[src/rtl/vram_pkg.sv]
// Shared constants and types for the text VRAM arbiter slice.
package vram_pkg;

    localparam int unsigned ROW_W  = 5;
    localparam int unsigned COL_W  = 7;
    localparam int unsigned CHAR_W = 8;

    localparam int unsigned COLS = 100;
    localparam int unsigned ROWS = 30;

    localparam logic [CHAR_W-1:0] FILL_CHAR = 8'h20;

    typedef enum logic {
        CLR_IDLE  = 1'b0,
        CLR_CLEAR = 1'b1
    } clr_state_t;

endpackage

[src/rtl/vram_clear_seq.sv]
// Row-clear sequencer: walks one text row writing the fill character,
// advancing only in cycles where the display fetch leaves the RAM free.
module vram_clear_seq
    import vram_pkg::*;
(
    input  logic             clk,
    input  logic             reset,
    input  logic             clr_start,
    input  logic [ROW_W-1:0] clr_row,
    input  logic             grant,
    output logic             busy,
    output logic             wr_req,
    output logic [ROW_W-1:0] wr_row,
    output logic [COL_W-1:0] wr_col
);

    clr_state_t       state_q, state_d;
    logic [ROW_W-1:0] row_q, row_d;
    logic [COL_W-1:0] col_q, col_d;
    logic             last_col;

    assign last_col = (col_q == COL_W'(COLS - 1));

    // State, latched row and column counter.
    always_ff @(posedge clk) begin
        if (reset) begin
            state_q <= CLR_IDLE;
            row_q   <= '0;
            col_q   <= '0;
        end else begin
            state_q <= state_d;
            row_q   <= row_d;
            col_q   <= col_d;
        end
    end

    // Next state: an out-of-range row still walks all columns so the
    // clear takes the same time, it just never raises a write request.
    always_comb begin
        state_d = state_q;
        row_d   = row_q;
        col_d   = col_q;
        unique case (state_q)
            CLR_IDLE: begin
                if (clr_start) begin
                    state_d = CLR_CLEAR;
                    row_d   = clr_row;
                    col_d   = '0;
                end
            end
            CLR_CLEAR: begin
                if (grant) begin
                    if (last_col) begin
                        state_d = CLR_IDLE;
                        col_d   = '0;
                    end else begin
                        col_d = col_q + 1'b1;
                    end
                end
            end
            default: state_d = CLR_IDLE;
        endcase
    end

    assign busy   = (state_q == CLR_CLEAR);
    assign wr_req = busy && (row_q < ROW_W'(ROWS));
    assign wr_row = row_q;
    assign wr_col = col_q;

endmodule

[src/rtl/vram_arbiter.sv]
// Single-port text VRAM arbiter: display fetch > row clear > terminal port.
module vram_arbiter
    import vram_pkg::*;
(
    input  logic              clk,
    input  logic              reset,
    input  logic              disp_ce,
    input  logic [ROW_W-1:0]  disp_row,
    input  logic [COL_W-1:0]  disp_col,
    output logic [CHAR_W-1:0] disp_char,
    input  logic              req_valid,
    output logic              req_ready,
    input  logic              req_write,
    input  logic [ROW_W-1:0]  req_row,
    input  logic [COL_W-1:0]  req_col,
    input  logic [CHAR_W-1:0] req_data,
    output logic              rsp_valid,
    output logic [CHAR_W-1:0] rsp_data,
    input  logic              clr_start,
    input  logic [ROW_W-1:0]  clr_row,
    output logic              clr_busy,
    output logic              ram_ce,
    output logic              ram_we,
    output logic [ROW_W-1:0]  ram_row,
    output logic [COL_W-1:0]  ram_col,
    output logic [CHAR_W-1:0] ram_wdata,
    input  logic [CHAR_W-1:0] ram_rdata
);

    logic              clr_wr_req;
    logic [ROW_W-1:0]  clr_wr_row;
    logic [COL_W-1:0]  clr_wr_col;
    logic              clr_fire;
    logic              req_fire;
    logic              req_in_range;
    logic              rsp_pend_q;
    logic              rsp_oor_q;
    logic              disp_pend_q;
    logic [CHAR_W-1:0] disp_cap_q;

    vram_clear_seq u_clear (
        .clk       (clk),
        .reset     (reset),
        .clr_start (clr_start),
        .clr_row   (clr_row),
        .grant     (!disp_ce),
        .busy      (clr_busy),
        .wr_req    (clr_wr_req),
        .wr_row    (clr_wr_row),
        .wr_col    (clr_wr_col)
    );

    assign req_in_range = (req_row < ROW_W'(ROWS)) && (req_col < COL_W'(COLS));
    assign req_ready    = !reset && !disp_ce && !clr_busy && !clr_start;
    assign req_fire     = req_valid && req_ready;
    // The sequencer may still read CLEAR during the reset cycle; keep it off the bus.
    assign clr_fire     = clr_wr_req && !disp_ce && !reset;

    // RAM port mux: display always wins, then the clear, then the terminal.
    always_comb begin
        ram_ce    = 1'b0;
        ram_we    = 1'b0;
        ram_row   = '0;
        ram_col   = '0;
        ram_wdata = '0;
        if (disp_ce) begin
            ram_ce  = 1'b1;
            ram_row = disp_row;
            ram_col = disp_col;
        end else if (clr_fire) begin
            ram_ce    = 1'b1;
            ram_we    = 1'b1;
            ram_row   = clr_wr_row;
            ram_col   = clr_wr_col;
            ram_wdata = FILL_CHAR;
        end else if (req_fire && req_in_range) begin
            ram_ce    = 1'b1;
            ram_we    = req_write;
            ram_row   = req_row;
            ram_col   = req_col;
            ram_wdata = req_data;
        end
    end

    // Track outstanding read responses and the display capture register.
    always_ff @(posedge clk) begin
        if (reset) begin
            rsp_pend_q  <= 1'b0;
            rsp_oor_q   <= 1'b0;
            disp_pend_q <= 1'b0;
            disp_cap_q  <= '0;
        end else begin
            rsp_pend_q  <= req_fire && !req_write;
            rsp_oor_q   <= !req_in_range;
            disp_pend_q <= disp_ce;
            if (disp_pend_q) begin
                disp_cap_q <= ram_rdata;
            end
        end
    end

    assign rsp_valid = rsp_pend_q;
    assign rsp_data  = !rsp_pend_q ? '0 : (rsp_oor_q ? FILL_CHAR : ram_rdata);
    assign disp_char = disp_pend_q ? ram_rdata : disp_cap_q;

endmodule
[config.mk]
export PLATFORM = sky130hd
export DESIGN_NAME = vram_arbiter
export DESIGN_NICKNAME = d
export VERILOG_FILES = /design/src/rtl/vram_pkg.sv /design/src/rtl/vram_clear_seq.sv /design/src/rtl/vram_arbiter.sv
export SDC_FILE = /design/constraint.sdc
export NUM_CORES = 1
export LEC_CHECK = 0
export ABC_AREA = 1
export CAP_MARGIN = 20
export CORE_ASPECT_RATIO = 0.7
export CORE_UTILIZATION = 33
export CTS_CLUSTER_SIZE = 30
export DETAILED_ROUTE_END_ITERATION = 8
export GPL_ROUTABILITY_DRIVEN = 0
export GPL_TIMING_DRIVEN = 0
export HOLD_SLACK_MARGIN = 0.15
export PLACE_DENSITY = 0.76
export SLEW_MARGIN = 15
export SYNTH_ARGS = -nofsm -noshare
export SYNTH_HDL_FRONTEND = slang
export SYNTH_SLANG_ARGS = --single-unit
[constraint.sdc]
create_clock -name clk -period 1.6 [get_ports clk]
set_clock_uncertainty 0.2 [all_clocks]
set_input_delay 0.32 -clock clk [delete_from_list [all_inputs] [get_ports clk]]
set_output_delay 0.32 -clock clk [all_outputs]
set_load 0.01 [all_outputs]
Word level (Yosys, flattened, before mapping)

Index checks and enable logic that the tools add are counted.

Register bits: 24

Add/sub/neg operators: 1
$lt $le $gt $ge: 3
Equality and inequality tests: 3
Multiplexer cells: 26
Bitwise operators: 1
Reduce and logical (&&, ||, !) cells: 18

Operators by type and width:

| cell                                               | count |
|---|---|
| two-way mux 8 bit                                  | 6 |
| two-way mux 7 bit                                  | 6 |
| two-way mux 5 bit                                  | 3 |
| one-hot mux 7 bit (2 select lines)                 | 1 |
| logical AND 1 bit                                  | 10 |
| less-than comparator 5 bit (second input constant) | 2 |
| two-way mux 1 bit                                  | 9 |
| adder 7 x 1 -> 7 bit (second input constant)       | 1 |
| == test 7 bit (second input constant)              | 1 |
| less-than comparator 7 bit (second input constant) | 1 |
| zero test 1 bit                                    | 6 |
| != test 2 bit (second input constant)              | 2 |
| AND reduction 2 bit                                | 2 |
| one-hot mux 1 bit (2 select lines)                 | 1 |
| NOT 1 bit                                          | 1 |

Longest topological paths before layout

Depth in word-level cells: 9
Depth in mapped cells: 8
Gate-level depth less buffers: 7

By module

Synthesis repeated with hierarchy kept, for this count alone.

Cells, all modules: 260
Area total of the unflattened synthesis: 1554.0 um^2

By module, submodules not included:

| module         | times used | cells an instance | area each (um^2) | seq. area each (um^2) |
|---|---|---|---|---|
| vram_arbiter   | 1          | 175               | 948.4            | 220.2 |
| vram_clear_seq | 1          | 85                | 605.6            | 260.2 |

Worst setup path after synthesis

OpenSTA, ideal clock, no wires.

Kind: reg-to-output
From: register u_clear.state_q, in the netlist u_clear.busy
To: output port ram_we
Arrival: 1216 ps
Data required time: 1080 ps
Path slack: -136 ps
Cell stages (with the launch flop): 5
Buffers on the path: 0
Cells stage by stage: dfxtp_1 or2_4 nor3_4 nand3_4 o21ai_1

Cells in the longest elaborated chain, start to end: 8
Elaborated cells between the ends (all ways): 11

Ends and longest elaborated chain:

| what                            | RTL line             | source |
|---|---|---|
| start, declared                 | vram_clear_seq.sv:17 | `clr_state_t state_q, state_d;` |
| start signal, assigned          | vram_clear_seq.sv:31 | `state_q <= state_d;` |
| zero test 1 bit                 | vram_arbiter.sv:54   | `assign req_ready = !reset && !disp_ce && !clr_busy && !clr_start;` |
| logical AND 1 bit (2 in series) | vram_arbiter.sv:54   |  |
| logical AND 1 bit               | vram_arbiter.sv:55   | `assign req_fire = req_valid && req_ready;` |
| logical AND 1 bit               | vram_arbiter.sv:76   | `end else if (req_fire && req_in_range) begin` |
| two-way mux 1 bit               | vram_arbiter.sv:76   |  |
| two-way mux 1 bit (*)           | vram_arbiter.sv:70   | `end else if (clr_fire) begin` |
| two-way mux 1 bit (*)           | vram_arbiter.sv:66   | `if (disp_ce) begin` |
| end, declared                   | vram_arbiter.sv:23   | `output logic ram_we,` |

Mark *: on every way between the ends. The rest lies on a longest branch, timed or not.

Worst setup path after layout

From: register u_clear.state_q, in the netlist u_clear.busy
To: output port ram_col[4]

Cells in the longest elaborated chain, start to end: 8
Elaborated cells between the ends (all ways): 11

Ends and longest elaborated chain:

| what                            | RTL line           | source |
|---|---|---|
| zero test 1 bit                 | vram_arbiter.sv:54 |  |
| logical AND 1 bit (2 in series) | vram_arbiter.sv:54 |  |
| logical AND 1 bit               | vram_arbiter.sv:55 |  |
| logical AND 1 bit               | vram_arbiter.sv:76 |  |
| two-way mux 7 bit               | vram_arbiter.sv:76 |  |
| two-way mux 7 bit (*)           | vram_arbiter.sv:70 |  |
| two-way mux 7 bit (*)           | vram_arbiter.sv:66 |  |
| end, declared                   | vram_arbiter.sv:25 | `output logic [COL_W-1:0] ram_col,` |

Marked as above.

==> run_results.csv <==
group,metric,value,unit
worst_setup_path,startpoint_type,"flip-flop",
floorplanning,io_pins,92,
clock_network,cts_htree_levels,1,
placed_design,port_buffers,91,
floorplanning,core.rowCount,20,
cells_and_area,antenna_cells,0,
global_routing,grt_pass1_vias,1695,
cells_and_area,final-instance-count-excl-fill,409,
worst_hold_path,min_delay_path_depth,3,
placed_design,post-place-ws,-1200,ps
worst_hold_path,min-delay-start,"ram_rdata[6]",
worst_setup_path,r2r-start,"u_clear.wr_col[0]",
worst_hold_path,hold_end,"disp_cap_q[6]",
logic_synthesis,syn_inst,244,
cells_and_area,synthToLayoutAreaGrowth,86.8,%
drt,drtIter0Drc,85,
worst_setup_path,cp_max_fo,5,
clock_network,path_clk_slew,90,ps
clock_network,numClockSinks,24,
timing,rsz0062_at_grt,"yes",
timing,setup_viol,23,
logic_synthesis,synthArstFlopShare,0,%
power,power.total,1.62,mW
clock_network,cts_tree,"yes",
placed_design,placed_cell_area,2520,um^2
cells_and_area,design_area,2780,um^2
timing,drv_slew,0,
cells_and_area,layout-drive-gt1-share,31.6,%
timing,tns,-10070,ps
global_routing,antenna_found_initial,0,
floorplanning,core_area,4330,um^2
logic_synthesis,synthFlopType,"dfxtp_1",
drt,drc,0,
timing,hold_violations,0,
drt,finalWirelength,5310,um
timing,fmax,476,MHz
logic_synthesis,ys_types,23,
drt,vias,2046,
power,vdd_drop_max,0.453,mV
logic_synthesis,ys_warn_count,0,
run,timing.max_cap.violations,0,
clock_network,clockBufferDepth,2,
worst_setup_path,worstSetupPathType,"reg -> out",
global_routing,gr-usage-all-layers,21.0,%
logic_synthesis,ys_ff_latch,24,
drt,avgRoutedWirePerCell,13.0,um
clock_network,clockRootBuffer,"clkbuf_8",
clock_network,clk_latency,260,ps
logic_synthesis,synth.most_common_cell,"nand2_1",
timing,worstMarginPinSlew,521,ps
logic_synthesis,avgSynthCellArea,6.09,um^2
worst_setup_path,cp-end-kind,"output pin",
worst_setup_path,r2r_end,"u_clear.wr_col[6]",
drt,antenna_left,0,
global_routing,grt_pass1_wl,7730,um
power,powerDensity,582,nW/um^2
status,status,"complete, but fails checks",
placed_design,placedCellCount,390,
logic_synthesis,synth_edf_count,0,
worst_setup_path,worstPathRequired,1080,ps
timing,worst_slack,-499,ps
placed_design,hpwl,3630,um
floorplanning,die_w,82.2,um
timing,fin_crit,2100,ps
cells_and_area,nFillCells,378,
global_routing,grt-ovfl-total,0,
worst_hold_path,hp-class,"in -> reg",
timing,period_share,131,%
drt,viasPerCell,5.00,
logic_synthesis,synth_top_area_share,32.3,%
logic_synthesis,synthTopCellsByArea,"dfxtp_1 32%, nand2_1 17%, nand3_1 9.8%",
floorplanning,die_h,58.2,um
global_routing,grt_max_degree,15,
timing,whs,158,ps
logic_synthesis,ys_seq_area_share,32.3,%
clock_network,numCtsBuffers,3,
cells_and_area,final_core_util,64.1,%
floorplanning,start_util,34.3,%
logic_synthesis,synth_common_cells,"69 x nand2_1, 33 x nor2_1, 29 x nand3_1",
logic_synthesis,synth_area_leader_cell,"dfxtp_1",
timing,slew_headroom,65.3,%
worst_setup_path,arrival,1580,ps
logic_synthesis,syn_area,1490,um^2
cells_and_area,final_nets,407,
logic_synthesis,syn_nets,296,
status,violations,"setup timing",
drt,firstDrtPassIters,5,
power,power_leakage,1.41,nW
floorplanning,die-area,4780,um^2
worst_setup_path,worstRegToRegCells,7,
worst_setup_path,rrSetupSlack,110,ps
## repair_timing
item | in CTS | in global routing
setup endpoints to repair | 42 | 39
cloned | 2 | 0
hold endpoints to repair | 0 | 2
buffers inserted | 6 | 8
pin swaps | 9 | 18
hold buffers | 0 | 1
resized for setup | 194 | 49
## where the power goes
| group | switching [mW] | internal (mW) |
|---|---|---|
| clock network | 0.199 | 0.334 |
| logic | 0.201 | 0.239 |
| registers | 0.0225 | 0.621 |
| total | 0.422 | 1.19 |
## metal layers
layer | global-route usage (%) | part of all wire, % | up-vias
met5 | 0 | 0 | -
met4 | 3.51 | 0.83 | 0
met3 | 4.88 | 9.7 | 6
met2 | 35.4 | 45 | 90
met1 | 27.6 | 45 | 933
li1 | - | - | 1017
## cell usage in the layout (no fill, tap or decap), drive strengths merged
| cell | netlist | routed |
|---|---|---|
| buf | 5 | 58 |
| dlygate4sd2 | 0 | 4 |
| a31oi | 1 | 1 |
| nand4 | 15 | 15 |
| dlygate4sd3 | 0 | 1 |
| clkdlybuf4s15 | 0 | 1 |
| o21ai | 9 | 9 |
| nand2 | 69 | 69 |
| clkdlybuf4s50 | 0 | 35 |
| clkbuf | 5 | 8 |
| nand3 | 30 | 31 |
| inv | 29 | 29 |
| nor3 | 1 | 1 |
| dlymetal6s2s | 0 | 11 |
| o21bai | 1 | 1 |
| dfxtp | 24 | 24 |
| o21a | 2 | 2 |
| ha | 1 | 1 |
| a21oi | 16 | 16 |
| nor4 | 1 | 1 |
| or2 | 1 | 1 |
| bufinv | 0 | 1 |
| nor2 | 34 | 34 |
## cells by family (layout without fill, tap and decap cells)
logic type / count (synthesis) / after routing / synth area share, %
flip-flops: 24 / 24 / 32.3
AND/OR/NAND/NOR: 151 / 152 / 45.5
buffers and inverters: 39 / 148 / 10.7
AO/OA/AOI/OAI: 29 / 29 / 10.6
adder cells (fa/ha/maj): 1 / 1 / 0.842
## cell type report
cell class,instances,area (um^2),area share [%]
Timing Repair Buffer,106,955,34.4
Clock inverter,1,30.0,1.08
Clock buffer,3,41.3,1.49
Buffer,9,60.1,2.16
Tap cell,55,68.8,2.48
Sequential cell,24,498,17.9
Inverter,29,114,4.10
Multi-Input combinational cell,182,1010,36.4
## registers in the layout, indices dropped and copies added (netlist names)
register / count
u_clear.busy: 1
u_clear.wr_row: 5
disp_pend_q: 1
disp_cap_q: 8
rsp_oor_q: 1
u_clear.wr_col: 7
rsp_valid: 1
## critical path: stages, from the launching register on
cell	delay (ps)
dfxtp_4	350
or2_4	250
nor3_4	160
buf_12	150
buf_8	100
nand4_1	110
nand3_2	90
buf_6	100
## how the worst max path moves through the flow
stage / start / end / slack (ps) / cells after the start
final: u_clear.busy / ram_col[4] / -500 / 7
after detailed placement: reset / ram_col[4] / -1200 / 8
after CTS: u_clear.busy / ram_col[4] / -540 / 7
after global routing: u_clear.busy / ram_row[1] / -560 / 7
after global placement: disp_ce / ram_row[1] / -1210 / 8
after floorplan: u_clear.busy / ram_col[0] / -80 / 5
Note: power is estimated with default switching activity, not from simulation.
